### src/rtl/fetch_pkg.sv
`default_nettype none
// ============================================================================
// Module : fetch_pkg
// Desc   : Shared types and constants for the instruction-fetch stage.
// Rev    : 1.0  initial release
// ============================================================================
package fetch_pkg;

    typedef enum logic [1:0] {
        ST_FETCH = 2'd0,
        ST_HOLD  = 2'd1,
        ST_DRAIN = 2'd2
    } fetch_state_e;

    localparam int NOP_INSTR = 0;
    localparam int OPC_MSB   = 15;
    localparam int OPC_LSB   = 12;

endpackage
`default_nettype wire

### src/rtl/fetch_stage_if.sv
`default_nettype none
// ============================================================================
// Module : fetch_stage_if
// Desc   : Instruction-memory req/ack fetch bus.
// Rev    : 1.0  initial release
// ============================================================================
interface fetch_stage_if #(
    parameter int PC_W    = 16,
    parameter int INSTR_W = 16
);
    logic               imem_req;
    logic [PC_W-1:0]    imem_addr;
    logic               imem_ack;
    logic [INSTR_W-1:0] imem_rdata;

    modport master (output imem_req, output imem_addr, input imem_ack, input imem_rdata);
    modport slave  (input imem_req, input imem_addr, output imem_ack, output imem_rdata);
endinterface
`default_nettype wire

### src/rtl/if_id_reg.sv
`default_nettype none
// ============================================================================
// Module : if_id_reg
// Desc   : IF/ID pipeline register; priority flush > stall > load.
// Rev    : 1.0  initial release
// ============================================================================
module if_id_reg
    import fetch_pkg::*;
#(
    parameter int PC_W    = 16,
    parameter int INSTR_W = 16
) (
    input  wire logic               clk,
    input  wire logic               rst,
    input  wire logic               flush,
    input  wire logic               stall,
    input  wire logic               load,
    input  wire logic [INSTR_W-1:0] instr_in,
    input  wire logic [PC_W-1:0]    pc1_in,
    output logic      [INSTR_W-1:0] instr,
    output logic      [PC_W-1:0]    pc1,
    output logic                    valid
);

    logic [INSTR_W-1:0] instr_q, instr_d;
    logic [PC_W-1:0]    pc1_q,   pc1_d;
    logic               valid_q, valid_d;

    always_comb begin
        instr_d = instr_q;
        pc1_d   = pc1_q;
        valid_d = valid_q;
        if (flush) begin
            instr_d = INSTR_W'(NOP_INSTR);
            pc1_d   = '0;
            valid_d = 1'b0;
        end else if (stall) begin
            instr_d = instr_q;
        end else if (load) begin
            instr_d = instr_in;
            pc1_d   = pc1_in;
            valid_d = 1'b1;
        end
    end

    always_ff @(posedge clk) begin
        if (rst) begin
            instr_q <= INSTR_W'(NOP_INSTR);
            pc1_q   <= '0;
            valid_q <= 1'b0;
        end else begin
            instr_q <= instr_d;
            pc1_q   <= pc1_d;
            valid_q <= valid_d;
        end
    end

    assign instr = instr_q;
    assign pc1   = pc1_q;
    assign valid = valid_q;

endmodule
`default_nettype wire

### src/rtl/fetch_stage.sv
`default_nettype none
// ============================================================================
// Module : fetch_stage
// Desc   : PC, fetch FSM (FETCH/HOLD/DRAIN) and IF/ID register.
//          Define FETCH_PERF_EN to add fetch/stall performance counters.
// Rev    : 1.0  initial release
// ============================================================================
module fetch_stage
    import fetch_pkg::*;
#(
    parameter int              PC_W     = 16,
    parameter int              INSTR_W  = 16,
    parameter logic [PC_W-1:0] RESET_PC = '0
) (
    input  wire logic                clk,
    input  wire logic                rst,
    input  wire logic                stall,
    input  wire logic                if_id_flush,
    input  wire logic                branch_taken,
    input  wire logic [PC_W-1:0]     branch_target,
    input  wire logic                jump,
    input  wire logic [PC_W-1:0]     jump_target,
    fetch_stage_if.master            imem,
    output logic      [INSTR_W-1:0]  if_id_instr,
    output logic      [PC_W-1:0]     if_id_pc1,
    output logic                     if_id_valid
`ifdef FETCH_PERF_EN
    ,
    output logic      [31:0]         perf_fetch_cnt,
    output logic      [31:0]         perf_stall_cnt
`endif
);

    fetch_state_e       state_q, state_d;
    logic [PC_W-1:0]    pc_q, pc_d;
    logic [PC_W-1:0]    drain_addr_q, drain_addr_d;
    logic [INSTR_W-1:0] hold_instr_q, hold_instr_d;
    logic [PC_W-1:0]    hold_pc1_q, hold_pc1_d;

    logic               redirect;
    logic [PC_W-1:0]    redirect_pc;
    logic [PC_W-1:0]    pc_inc;
    logic               load_en;
    logic [INSTR_W-1:0] load_instr;
    logic [PC_W-1:0]    load_pc1;

    assign redirect    = branch_taken | jump;
    assign redirect_pc = branch_taken ? branch_target : jump_target;
    assign pc_inc      = pc_q + PC_W'(1);

    assign imem.imem_req  = !rst && (state_q != ST_HOLD);
    assign imem.imem_addr = (state_q == ST_DRAIN) ? drain_addr_q : pc_q;

    always_comb begin
        state_d      = state_q;
        pc_d         = pc_q;
        drain_addr_d = drain_addr_q;
        hold_instr_d = hold_instr_q;
        hold_pc1_d   = hold_pc1_q;
        load_en      = 1'b0;
        load_instr   = imem.imem_rdata;
        load_pc1     = pc_inc;
        unique case (state_q)
            ST_FETCH: begin
                if (redirect) begin
                    pc_d = redirect_pc;
                    if (!imem.imem_ack) begin
                        state_d      = ST_DRAIN;
                        drain_addr_d = pc_q;
                    end
                end else if (imem.imem_ack && !if_id_flush) begin
                    if (stall) begin
                        hold_instr_d = imem.imem_rdata;
                        hold_pc1_d   = pc_inc;
                        state_d      = ST_HOLD;
                    end else begin
                        load_en = 1'b1;
                        pc_d    = pc_inc;
                    end
                end
            end
            ST_HOLD: begin
                if (redirect) begin
                    pc_d    = redirect_pc;
                    state_d = ST_FETCH;
                end else if (if_id_flush) begin
                    // Flushed word is dropped; pc is unchanged so it is refetched.
                    state_d = ST_FETCH;
                end else if (!stall) begin
                    load_en    = 1'b1;
                    load_instr = hold_instr_q;
                    load_pc1   = hold_pc1_q;
                    pc_d       = pc_inc;
                    state_d    = ST_FETCH;
                end
            end
            ST_DRAIN: begin
                if (redirect) pc_d = redirect_pc;
                // The ack retires the stale request; its data is never used.
                if (imem.imem_ack) state_d = ST_FETCH;
            end
            default: state_d = ST_FETCH;
        endcase
    end

    always_ff @(posedge clk) begin
        if (rst) begin
            state_q      <= ST_FETCH;
            pc_q         <= RESET_PC;
            drain_addr_q <= '0;
            hold_instr_q <= '0;
            hold_pc1_q   <= '0;
        end else begin
            state_q      <= state_d;
            pc_q         <= pc_d;
            drain_addr_q <= drain_addr_d;
            hold_instr_q <= hold_instr_d;
            hold_pc1_q   <= hold_pc1_d;
        end
    end

    if_id_reg #(
        .PC_W    (PC_W),
        .INSTR_W (INSTR_W)
    ) u_if_id_reg (
        .clk      (clk),
        .rst      (rst),
        .flush    (if_id_flush),
        .stall    (stall),
        .load     (load_en),
        .instr_in (load_instr),
        .pc1_in   (load_pc1),
        .instr    (if_id_instr),
        .pc1      (if_id_pc1),
        .valid    (if_id_valid)
    );

`ifdef FETCH_PERF_EN
    logic [31:0] fetch_cnt_q, fetch_cnt_d;
    logic [31:0] stall_cnt_q, stall_cnt_d;

    always_comb begin
        fetch_cnt_d = fetch_cnt_q + 32'(load_en);
        stall_cnt_d = stall_cnt_q + 32'(stall);
    end

    always_ff @(posedge clk) begin
        if (rst) begin
            fetch_cnt_q <= '0;
            stall_cnt_q <= '0;
        end else begin
            fetch_cnt_q <= fetch_cnt_d;
            stall_cnt_q <= stall_cnt_d;
        end
    end

    assign perf_fetch_cnt = fetch_cnt_q;
    assign perf_stall_cnt = stall_cnt_q;
`endif

endmodule
`default_nettype wire

### src/flat_wrapper.sv
// flat-port wrapper written by rule: the top's interface ports become plain ports
module fetch_stage_flat import fetch_pkg::*;
#(
    parameter int              PC_W     = 16,
    parameter int              INSTR_W  = 16,
    parameter logic [PC_W-1:0] RESET_PC = '0
)
  (clk, rst, stall, if_id_flush, branch_taken, branch_target, jump, jump_target, if_id_instr, if_id_pc1, if_id_valid, imem_imem_req, imem_imem_addr, imem_imem_ack, imem_imem_rdata);
  fetch_stage_if #(.PC_W(PC_W), .INSTR_W(INSTR_W)) imem_i ();
  input  wire logic clk;
  input  wire logic rst;
  input  wire logic stall;
  input  wire logic if_id_flush;
  input  wire logic branch_taken;
  input  wire logic [PC_W-1:0] branch_target;
  input  wire logic jump;
  input  wire logic [PC_W-1:0] jump_target;
  output logic      [INSTR_W-1:0] if_id_instr;
  output logic      [PC_W-1:0] if_id_pc1;
  output logic if_id_valid;
  output wire logic [$bits(imem_i.imem_req)-1:0] imem_imem_req;
  output wire logic [$bits(imem_i.imem_addr)-1:0] imem_imem_addr;
  input wire logic [$bits(imem_i.imem_ack)-1:0] imem_imem_ack;
  input wire logic [$bits(imem_i.imem_rdata)-1:0] imem_imem_rdata;
  assign imem_imem_req = imem_i.imem_req;
  assign imem_imem_addr = imem_i.imem_addr;
  assign imem_i.imem_ack = imem_imem_ack;
  assign imem_i.imem_rdata = imem_imem_rdata;
  fetch_stage #(.PC_W(PC_W), .INSTR_W(INSTR_W), .RESET_PC(RESET_PC)) u_core (.clk(clk), .rst(rst), .stall(stall), .if_id_flush(if_id_flush), .branch_taken(branch_taken), .branch_target(branch_target), .jump(jump), .jump_target(jump_target), .imem(imem_i), .if_id_instr(if_id_instr), .if_id_pc1(if_id_pc1), .if_id_valid(if_id_valid));
endmodule
### config.mk
export PLATFORM = sky130hd
export DESIGN_NAME = fetch_stage_flat
export DESIGN_NICKNAME = d
export VERILOG_FILES = /design/src/rtl/fetch_pkg.sv /design/src/rtl/fetch_stage_if.sv /design/src/rtl/if_id_reg.sv /design/src/rtl/fetch_stage.sv /design/src/flat_wrapper.sv
export SDC_FILE = /design/constraint.sdc
export NUM_CORES = 1
export LEC_CHECK = 0
export BUFFER_PORTS_ARGS = -buffer_cell sky130_fd_sc_hd__buf_2
export CAP_MARGIN = 20
export CORE_UTILIZATION = 45
export CTS_CLUSTER_DIAMETER = 80
export DETAILED_ROUTE_END_ITERATION = 10
export PLACE_DENSITY_LB_ADDON = 0.1
export SLEW_MARGIN = 20
export SYNTH_ARGS = -nofsm -noshare
export SYNTH_HDL_FRONTEND = slang
export SYNTH_SLANG_ARGS = --single-unit
### constraint.sdc
create_clock -name clk -period 2.3 [get_ports clk]
set_input_delay 0.23 -clock clk [delete_from_list [all_inputs] [get_ports clk]]
set_output_delay 0.23 -clock clk [all_outputs]
set_load 0.01 [all_outputs]
; Word-level counts from Yosys, hierarchy flattened
; Index checks and enable logic that the tools add are counted.
[classes]
n_bitwise = 4
eq_ne = 10
n_reduce_logical = 12
muxes = 28
add_sub_neg = 1
[ops]
columns = operator, count
row1 = two-way mux 16 bit, 12
row2 = one-hot mux 16 bit (3 select lines), 1
row3 = "adder 16 x 1 -> 16 bit, second input constant", 1
row4 = two-way mux 2 bit, 8
row5 = AND reduction 4 bit, 2
row6 = "!= test 3 x 2 -> 1 bit, second input constant", 2
row7 = one-hot mux 2 bit (3 select lines), 1
row8 = two-way mux 1 bit, 5
row9 = AND reduction 5 bit, 1
row10 = "!= test 2 x 1 -> 1 bit, second input constant", 2
row11 = "!= test 4 x 3 -> 1 bit, second input constant", 1
row12 = "!= test 3 x 1 -> 1 bit, second input constant", 1
row13 = "!= test 3 bit, second input constant", 1
row14 = inverter 1 bit, 3
row15 = AND reduction 3 bit, 1
row16 = nonzero test 3 bit, 1
row17 = "equality test 2 x 1 -> 1 bit, second input constant", 1
row18 = "equality test 2 bit, second input constant", 1
row19 = logical AND 1 bit, 2
row20 = logical NOT 1 bit, 2
row21 = logical NOT 2 bit, 1
row22 = "!= test 2 bit, second input constant", 1
row23 = one-hot mux 1 bit (2 select lines), 1
row24 = AND reduction 2 bit, 1
row25 = other kinds (2), 2
[totals]
in_bits = 55
ff_bits = 99
output_inout_bits = 50
word_cells = 63

; Logic depth before layout (Yosys ltp)
; Gate-level depths: netlist (run 1).
[logic_depth]
word_depth = 6
mapped_depth = 8
depth_no_buf = 6

; By module
; From an unflattened synthesis (run 1), not the netlist that was laid out.
[unflattened]
hier_cells = 637
area_unflattened_um2 = 5048.6
[modules_own_cells]
columns = module, cells_each, area_each_um2, seq_area_each_um2, instances
row1 = fetch_stage, 492, 3773.6, 1321.3, 1
row2 = if_id_reg, 145, 1275.0, 660.6, 1

; Worst setup path before layout (run 1)
; OpenSTA, ideal clock, no wires.
[synth_path]
kind = register to register
from = reg u_core.state_q[1]
to = reg u_core.u_if_id_reg.pc1_q[10] (netlist: u_core.u_if_id_reg.pc1[10])
path_buffers = 2
path_slack_ns = 0.570
synth_period_minus_slack_ns = 1.730
setup_ns = 0.070
required_time_ns = 2.230
t_arrival_ns = 1.659
stages_incl_launch_ff = 7
path_cell_list = dfxtp_1 > or3_4 > or2_1 > clkbuf_1 > buf_2 > a211o_1 > a21oi_1
[synth_via]
elab_chain_cells = 3
word_cells_on_any_way = 5
classes_between = eq/ne: 1 / mux: 2 / reduce/logical: 2
[synth_rtl]
columns = item, line
row1 = from (decl), fetch_stage.sv:34  ; fetch_state_e state_q, state_d;
row2 = from (signal assigned), fetch_stage.sv:114  ; state_q <= state_d;
row3 = equality test 2 x 1 -> 1 bit / logical NOT 2 bit (equally long branches), fetch_stage.sv:63  ; unique case (state_q)
row4 = one-hot mux 1 bit (2 select lines), fetch_stage.sv:63
row5 = AND reduction 2 bit (no source line), --
row6 = to (signal assigned), if_id_reg.sv:53  ; pc1_q <= pc1_d;
row7 = to (decl), if_id_reg.sv:26  ; logic [PC_W-1:0] pc1_q, pc1_d;
; Parallel ways exist; a longest one is shown, timed or not.
; A chain may end at the register's enable or synchronous reset.

; Final worst setup path (run 1)
[layout_path]
from = reg u_core.state_q[1]
to = out imem_imem_addr[11]
[layout_via]
elab_chain_cells = 2
[layout_rtl]
columns = item, line
row1 = equality test 2 bit, fetch_stage.sv:52  ; assign imem.imem_addr = (state_q == ST_DRAIN) ? drain_addr_q : pc_q;
row2 = two-way mux 16 bit, fetch_stage.sv:52
row3 = to (decl), flat_wrapper.sv:22  ; output wire logic [$bits(imem_i.imem_addr)-1:0] imem_imem_addr;
; No other way between the ends.

==> results of run 1 <==
## Yosys cell counts, drive strengths merged (2+ instances only)
master / number / area share (%)
a211o: 5 / 0.96
a211oi: 20 / 3.3
a21oi: 52 / 5.7
a221oi: 2 / 0.38
a222oi: 6 / 1.3
a2bb2oi: 3 / 0.58
a311oi: 17 / 3.3
a31o: 4 / 0.77
and3: 3 / 0.41
buf: 12 / 1.3
clkbuf: 36 / 3.0
dfxtp: 99 / 44
inv: 9 / 0.74
mux2i: 3 / 0.66
nand2: 162 / 13
nand2b: 2 / 0.27
nand3: 11 / 1.3
nand4: 5 / 0.69
nor2: 64 / 5.3
nor2b: 6 / 0.82
nor3: 14 / 1.5
nor3b: 2 / 0.44
nor4: 6 / 1.2
o211ai: 4 / 0.66
o21ai: 17 / 1.9
o221ai: 4 / 0.77
o31ai: 2 / 0.33
o32ai: 2 / 0.38
or2: 3 / 0.41
or3: 2 / 0.38
xnor2: 10 / 1.9
xor2: 4 / 0.77
## logic make-up after synthesis
group,Yosys count
simple gates,282
xor+xnor,14
buf+inv,57
compound gates,144
flops,99
fa+ha+maj,1
mux,3
## power by group
group          internal [µW]  total [µW]  leakage, µW  switching, µW
clock network            428        1050    0.0000937            617
logic                    187         473      0.00136            286
registers               1760        1800     0.000803           40.9
total                   2370        3320      0.00226            944
## sequential cells by signal, indices dropped and copies added, names as in the netlist
| signal | count |
|---|---|
| u_core.hold_pc1_q | 16 |
| u_core.drain_addr_q | 16 |
| u_core.u_if_id_reg.instr | 16 |
| u_core.hold_instr_q | 16 |
| u_core.pc_q | 16 |
| u_core.u_if_id_reg.pc1 | 16 |
| u_core.state_q | 2 |
| u_core.u_if_id_reg.valid | 1 |
## worst reg2reg max path: stages (launching register included)
cell,delay (ns)
dfxtp_1,0.39
or3_4,0.45
nor4_4,0.42
buf_12,0.26
nor2_1,0.08
a311oi_1,0.32
## stage by stage
step	total power (µW)	area (µm²)	util [%]	cells	hold slack [ns]
after floorplan	2100	4550	-	600	0.366
after global placement	2310	5380	55.0	827	0.436
after detailed placement	2310	5380	55.0	827	0.447
after CTS	3340	5550	56.8	843	0.0951
after global routing	3460	5560	56.9	843	0.0982
final	3320	5560	56.9	843	0.105
## worst max-delay path by stage
stage / from / end / slack (ns) / depth (start not counted)
CTS: u_core.pc_q[0] / u_core.u_if_id_reg.pc1[14] / 0.27 / 6
detailed placement: u_core.pc_q[0] / u_core.u_if_id_reg.pc1[14] / 0.27 / 6
global route: u_core.pc_q[0] / u_core.u_if_id_reg.pc1[12] / 0.11 / 6
floorplan: u_core.state_q[1] / u_core.u_if_id_reg.pc1[10] / 0.57 / 6
finish: u_core.state_q[1] / imem_imem_addr[11] / 0.27 / 6
global placement: u_core.pc_q[1] / u_core.u_if_id_reg.pc1[14] / 0.37 / 6
## routing by layer
layer	routed length (µm)	vias up	share of wire (%)
met2	6190	149	46
li1	-	2286	-
met4	188	0	1.4
met3	712	14	5.3
met1	6380	2141	47
met5	0	-	0
## final cells by class
cell class              instances  area (µm²)  area share, %
clock buffers                  11         141           2.54
clock inverters                 5        36.3          0.653
inverters                       9        33.8          0.608
multi-input cells             444        2360           42.4
flip-flops and latches         99        1980           35.7
well taps                     133         166           2.99
repair buffers                142         843           15.2
==> impl_metrics.toml, run 1 <==
[setup_path]
rrSetupSlack_ns = 0.27
critPathMaxFanout = 16
cpMostUsedCell = "buf_4"
r2r_end = "u_core.u_if_id_reg.instr[5]"
critPathRequiredTime_ns = 2.07
path_class = "register to output port"
slowest_delay_ns = 0.47
cp_data_arrival_time_ns = 1.80
startpoint_type = "register"
cp_top_family = "buffers and inverters"
crit_chain = "nor2b_1 -> buf_4 -> buf_4 -> nand2_1 -> o21ai_0 -> buf_2"
critPathBufInv = 3
crit_slowest_cell = "dfxtp_1"
r2r-start = "u_core.state_q[1]"
crit_path_end_kind = "output port"
ff2ff_path_depth = 5

[clock_network]
clkTransAtPathRegs_ns = 0.10
cts_resized = 0
cts_setup_buffers = 0
root_buffer = "clkbuf_8"
clkLatencyLatePin_ns = 0.37
cts_max_level = 3
cts_hold_buf = 0
cts_buffers = 9
cts_sinks = 99
cts_tree = "built"
clockBufferDepth = 2

[sta]
setup_viol = 0
skew_ns = 0.00994
worst_slew_pin_slew_ns = 0.653
setup_slack_ns = 0.267
hold_viol_final = 0
fmax_mhz = 492
finalCriticalPeriod_ns = 2.03
slew-limit-headroom_pct = 56.5
finalMaxSlewViolations = 0
min_period_over_period_pct = 88.4
rsz0062_at_grt = "false"
fin_tns_setup_ns = 0

[grt]
grt_pass1_wl_um = 20800
use_met3_pct = 3.53
grt_max_degree = 42
grt_pass1_vias = 4087
antenna_found_initial = 0
met1_usage_pct = 36.7
grtUsageMet2_pct = 41.2
overflow = 0
top_usage_layer = "met2"
track_usage_pct = 26.1

[synthesis]
syn_nets = 656
synthCells = 600
ys_ff_latch = 99
ys_seq_area_share_pct = 43.5
synthArstFlopShare_pct = 0
ys_types = 50
ys.flop_type = "dfxtp_1"
synthMuxAreaShare_pct = 0.660
synth-simple-area-share_pct = 26.4
synth_top_family_by_area = "simple AND/OR/NAND/NOR gates"
yosys_warnings = 0
synth_fa_ha_area_share_pct = 0.275
synth_area_um2 = 4550
synth_compound_area_share_pct = 21.5
synth_edf_count = 0
synth_xor_area_share_pct = 2.69
synth.avg_cell_area_um2 = 7.59

[detailed_routing]
drt_first_pass_iters = 8
via_per_inst = 5.44
num_vias = 4590
routed_wl_um = 13500
routedWlPerCell_um = 16.0
drt_iter0_markers = 238
antenna_left = 0
drc_errors = 0

[final_layout]
drive_gt1_share_pct = 23.1
antenna_cells = 0
layout_common_cells = "nand2_1, buf_2, dfxtp_1"
fin_nets = 761
syn_to_final_growth_pct = 22.1
fillCellCount = 974
final_common_cell = "nand2_1"

[flow_run]
cap_violations = 0

[pwr]
p_leak_uw = 0.00226
irDropWorstVdd_v = 0.000364
power.density_nw_per_um2 = 597

[floorplanning]
pin_count = 105
start_util_pct = 46.6
placeableCoreArea_um2 = 9770
chipHeight_um = 103
num_rows = 36
die-area_um2 = 10500
die_x_um = 103

[placement]
hpwl_um = 9840
place_congestion = 0.938
pre_cts_ws_ns = 0.265
portBuffers = 104

[run_status]
status = "finished clean"

[worst_hold_path]
min_path_cells = 3
hold_class = "primary input to register"
holdPathEnd = "u_core.hold_instr_q[5]"
hold_start = "imem_imem_rdata[5]"
Note: power is estimated with default switching activity, not from simulation.
==> run 2, diff against run 1 <==
- SYNTH_HIERARCHICAL: unset -> 1
==> impl_metrics.toml, run 2 <==
[run_status]
status = "finished clean"

[detailed_routing]
num_vias = 4809
drt_iter0_markers = 266
routedWlPerCell_um = 16.2
routed_wl_um = 14200
via_per_inst = 5.50
drt_first_pass_iters = 5
antenna_left = 0
drc_errors = 0

[setup_path]
path_class = "register to register"
r2r_end = "u_core/u_if_id_reg/pc1[11]"
startpoint_type = "register"
critPathMaxFanout = 8
endpoint = "u_core/u_if_id_reg/pc1[11]"
ff2ff_path_depth = 6
startpoint = "u_core/pc_q[0]"
rrSetupSlack_ns = 0.24
crit_chain = "nand3_1 -> or4_4 -> xnor2_1 -> a21oi_1 -> nand2_1 -> a21oi_2"
r2r-start = "u_core/pc_q[0]"
slowest_delay_ns = 0.61
crit_slowest_cell = "or4_4"
cp_data_arrival_time_ns = 2.32
crit_path_end_kind = "register"
critPathRequiredTime_ns = 2.55

[sta]
rsz0062_at_grt = "false"
finalCriticalPeriod_ns = 2.06
setup_slack_ns = 0.237
finalMaxSlewViolations = 0
skew_ns = 0.0101
setup_viol = 0
fmax_mhz = 485
hold_viol_final = 0
worst_slew_pin_slew_ns = 0.538
min_period_over_period_pct = 89.7
fin_tns_setup_ns = 0
slew-limit-headroom_pct = 64.2

[floorplanning]
chipHeight_um = 108
die-area_um2 = 11600
pin_count = 105
die_x_um = 108
start_util_pct = 46.4
placeableCoreArea_um2 = 10900
num_rows = 38

[final_layout]
syn_to_final_growth_pct = 16.9
final_area_um2 = 5900
fin_nets = 785
antenna_cells = 0
drive_gt1_share_pct = 27.7
final_core_util_pct = 54.2
final_common_cell = "nand2_1"
fillCellCount = 1038
layout_common_cells = "nand2_1, buf_2, dfxtp_1"

[clock_network]
root_buffer = "clkbuf_8"
clkLatencyLatePin_ns = 0.37
clkTransAtPathRegs_ns = 0.10
cts_sinks = 99
cts_tree = "built"
cts_max_level = 3
cts_buffers = 9
cts_setup_buffers = 0
clockBufferDepth = 2
cts_resized = 0
cts_hold_buf = 0

[flow_run]
cap_violations = 0

[worst_hold_path]
hold_class = "primary input to register"

[placement]
place_area_um2 = 5700
place_congestion = 0.881
portBuffers = 104
hpwl_um = 10000
pre_cts_ws_ns = 0.254

[synthesis]
synth_top_family_by_area = "simple AND/OR/NAND/NOR gates"
yosys_warnings = 6
syn_nets = 693
synthArstFlopShare_pct = 0
ys.flop_type = "dfxtp_1"
synth_area_um2 = 5050
synthMuxAreaShare_pct = 6.94
synth.avg_cell_area_um2 = 7.93
synth_compound_area_share_pct = 20.1
synth_xor_area_share_pct = 2.08
synth_edf_count = 0
synth_top_cells_by_area = "dfxtp_1, nand2_1, a21oi_1"
yosysMostFrequentCell = "nand2_1"
synth_fa_ha_area_share_pct = 0.248
ys_seq_area_share_pct = 39.3
synth-simple-area-share_pct = 25.2
ys_types = 60
netlist.top_cell.by_area = "dfxtp_1"
synthCells = 637
netlist_top_cells_count = "nand2_1, dfxtp_1, a21oi_1"
synth.top_cell.area_share_pct = 39.3
ys_ff_latch = 99

[pwr]
p_leak_uw = 0.00232
irDropWorstVdd_v = 0.000290
power.density_nw_per_um2 = 595
power_uw = 3510

[grt]
grt_pass1_wl_um = 23400
track_usage_pct = 25.8
antenna_found_initial = 0
grt_max_degree = 48
grt_pass1_vias = 4668
overflow = 0
[run 2: cell types whose count changed after synthesis, sizes merged, moves of 21 or more]
| cell | before | now |
|---|---|---|
| a21oi | 52 | 89 |
| buf | 12 | 33 |
| mux2 | 0 | 24 |
| nand2 | 162 | 183 |
| nor2 | 64 | 41 |
[run 2: cell families after synthesis]
kind of cell	after synthesis
xor+xnor	12
flops	99
simple gates	280
mux	32
compound gates	155
fa+ha+maj	1
buf+inv	58
[run 2: area by class of cell]
cell class	instances	area (µm²)	area share, %
clock buffers	10	138	2.33
clock inverters	6	68.8	1.17
well taps	140	175	2.97
multi-input cells	480	2750	46.7
flip-flops and latches	99	1980	33.6
repair buffers	133	763	12.9
inverters	6	22.5	0.382
[run 2: worst min-delay path by stage]
stage | startpoint | end | slack [ns] | cells after the start
5_1_grt | imem_imem_ack | u_core/state_q[1] | 0.06 | 2
4_1_cts | imem_imem_ack | u_core/state_q[1] | 0.05 | 2
3_5_place_dp | u_core/drain_addr_q[11] | u_core/drain_addr_q[11] | 0.45 | 2
2_1_floorplan | imem_imem_ack | u_core/state_q[1] | 0.31 | 1
6_report | imem_imem_ack | u_core/state_q[1] | 0.07 | 2
3_3_place_gp | u_core/hold_instr_q[15] | u_core/hold_instr_q[15] | 0.44 | 2
[run 2: power by group]
group | internal (µW) | switching, µW | leakage (µW)
clock | 543 | 647 | 0.000104
sequential | 1760 | 64.3 | 0.000803
combinational | 213 | 284 | 0.00141
[run 2: critical path, delay by kind of cell, from the launching register on]
| kind | cells | cell delay [ns] |
|---|---|---|
| flops | 1 | 0.46 |
| compound gates | 2 | 0.17 |
| simple gates | 3 | 1.02 |
| xor+xnor | 1 | 0.31 |
[run 2: routing by layer]
layer | track usage [%] | share of wire, % | routed length, µm
met2 | 43.8 | 49 | 6890
met4 | 7.05 | 1.7 | 240
met1 | 33.3 | 44 | 6310
met5 | 0 | 0 | 0
met3 | 5.02 | 5.2 | 738
[run 2: stage by stage]
step,hold WS [ns],cells
final,0.0687,874
after global routing,0.0559,874
after detailed placement,0.447,858
after floorplan,0.309,637
after CTS,0.0480,874
after global placement,0.440,858
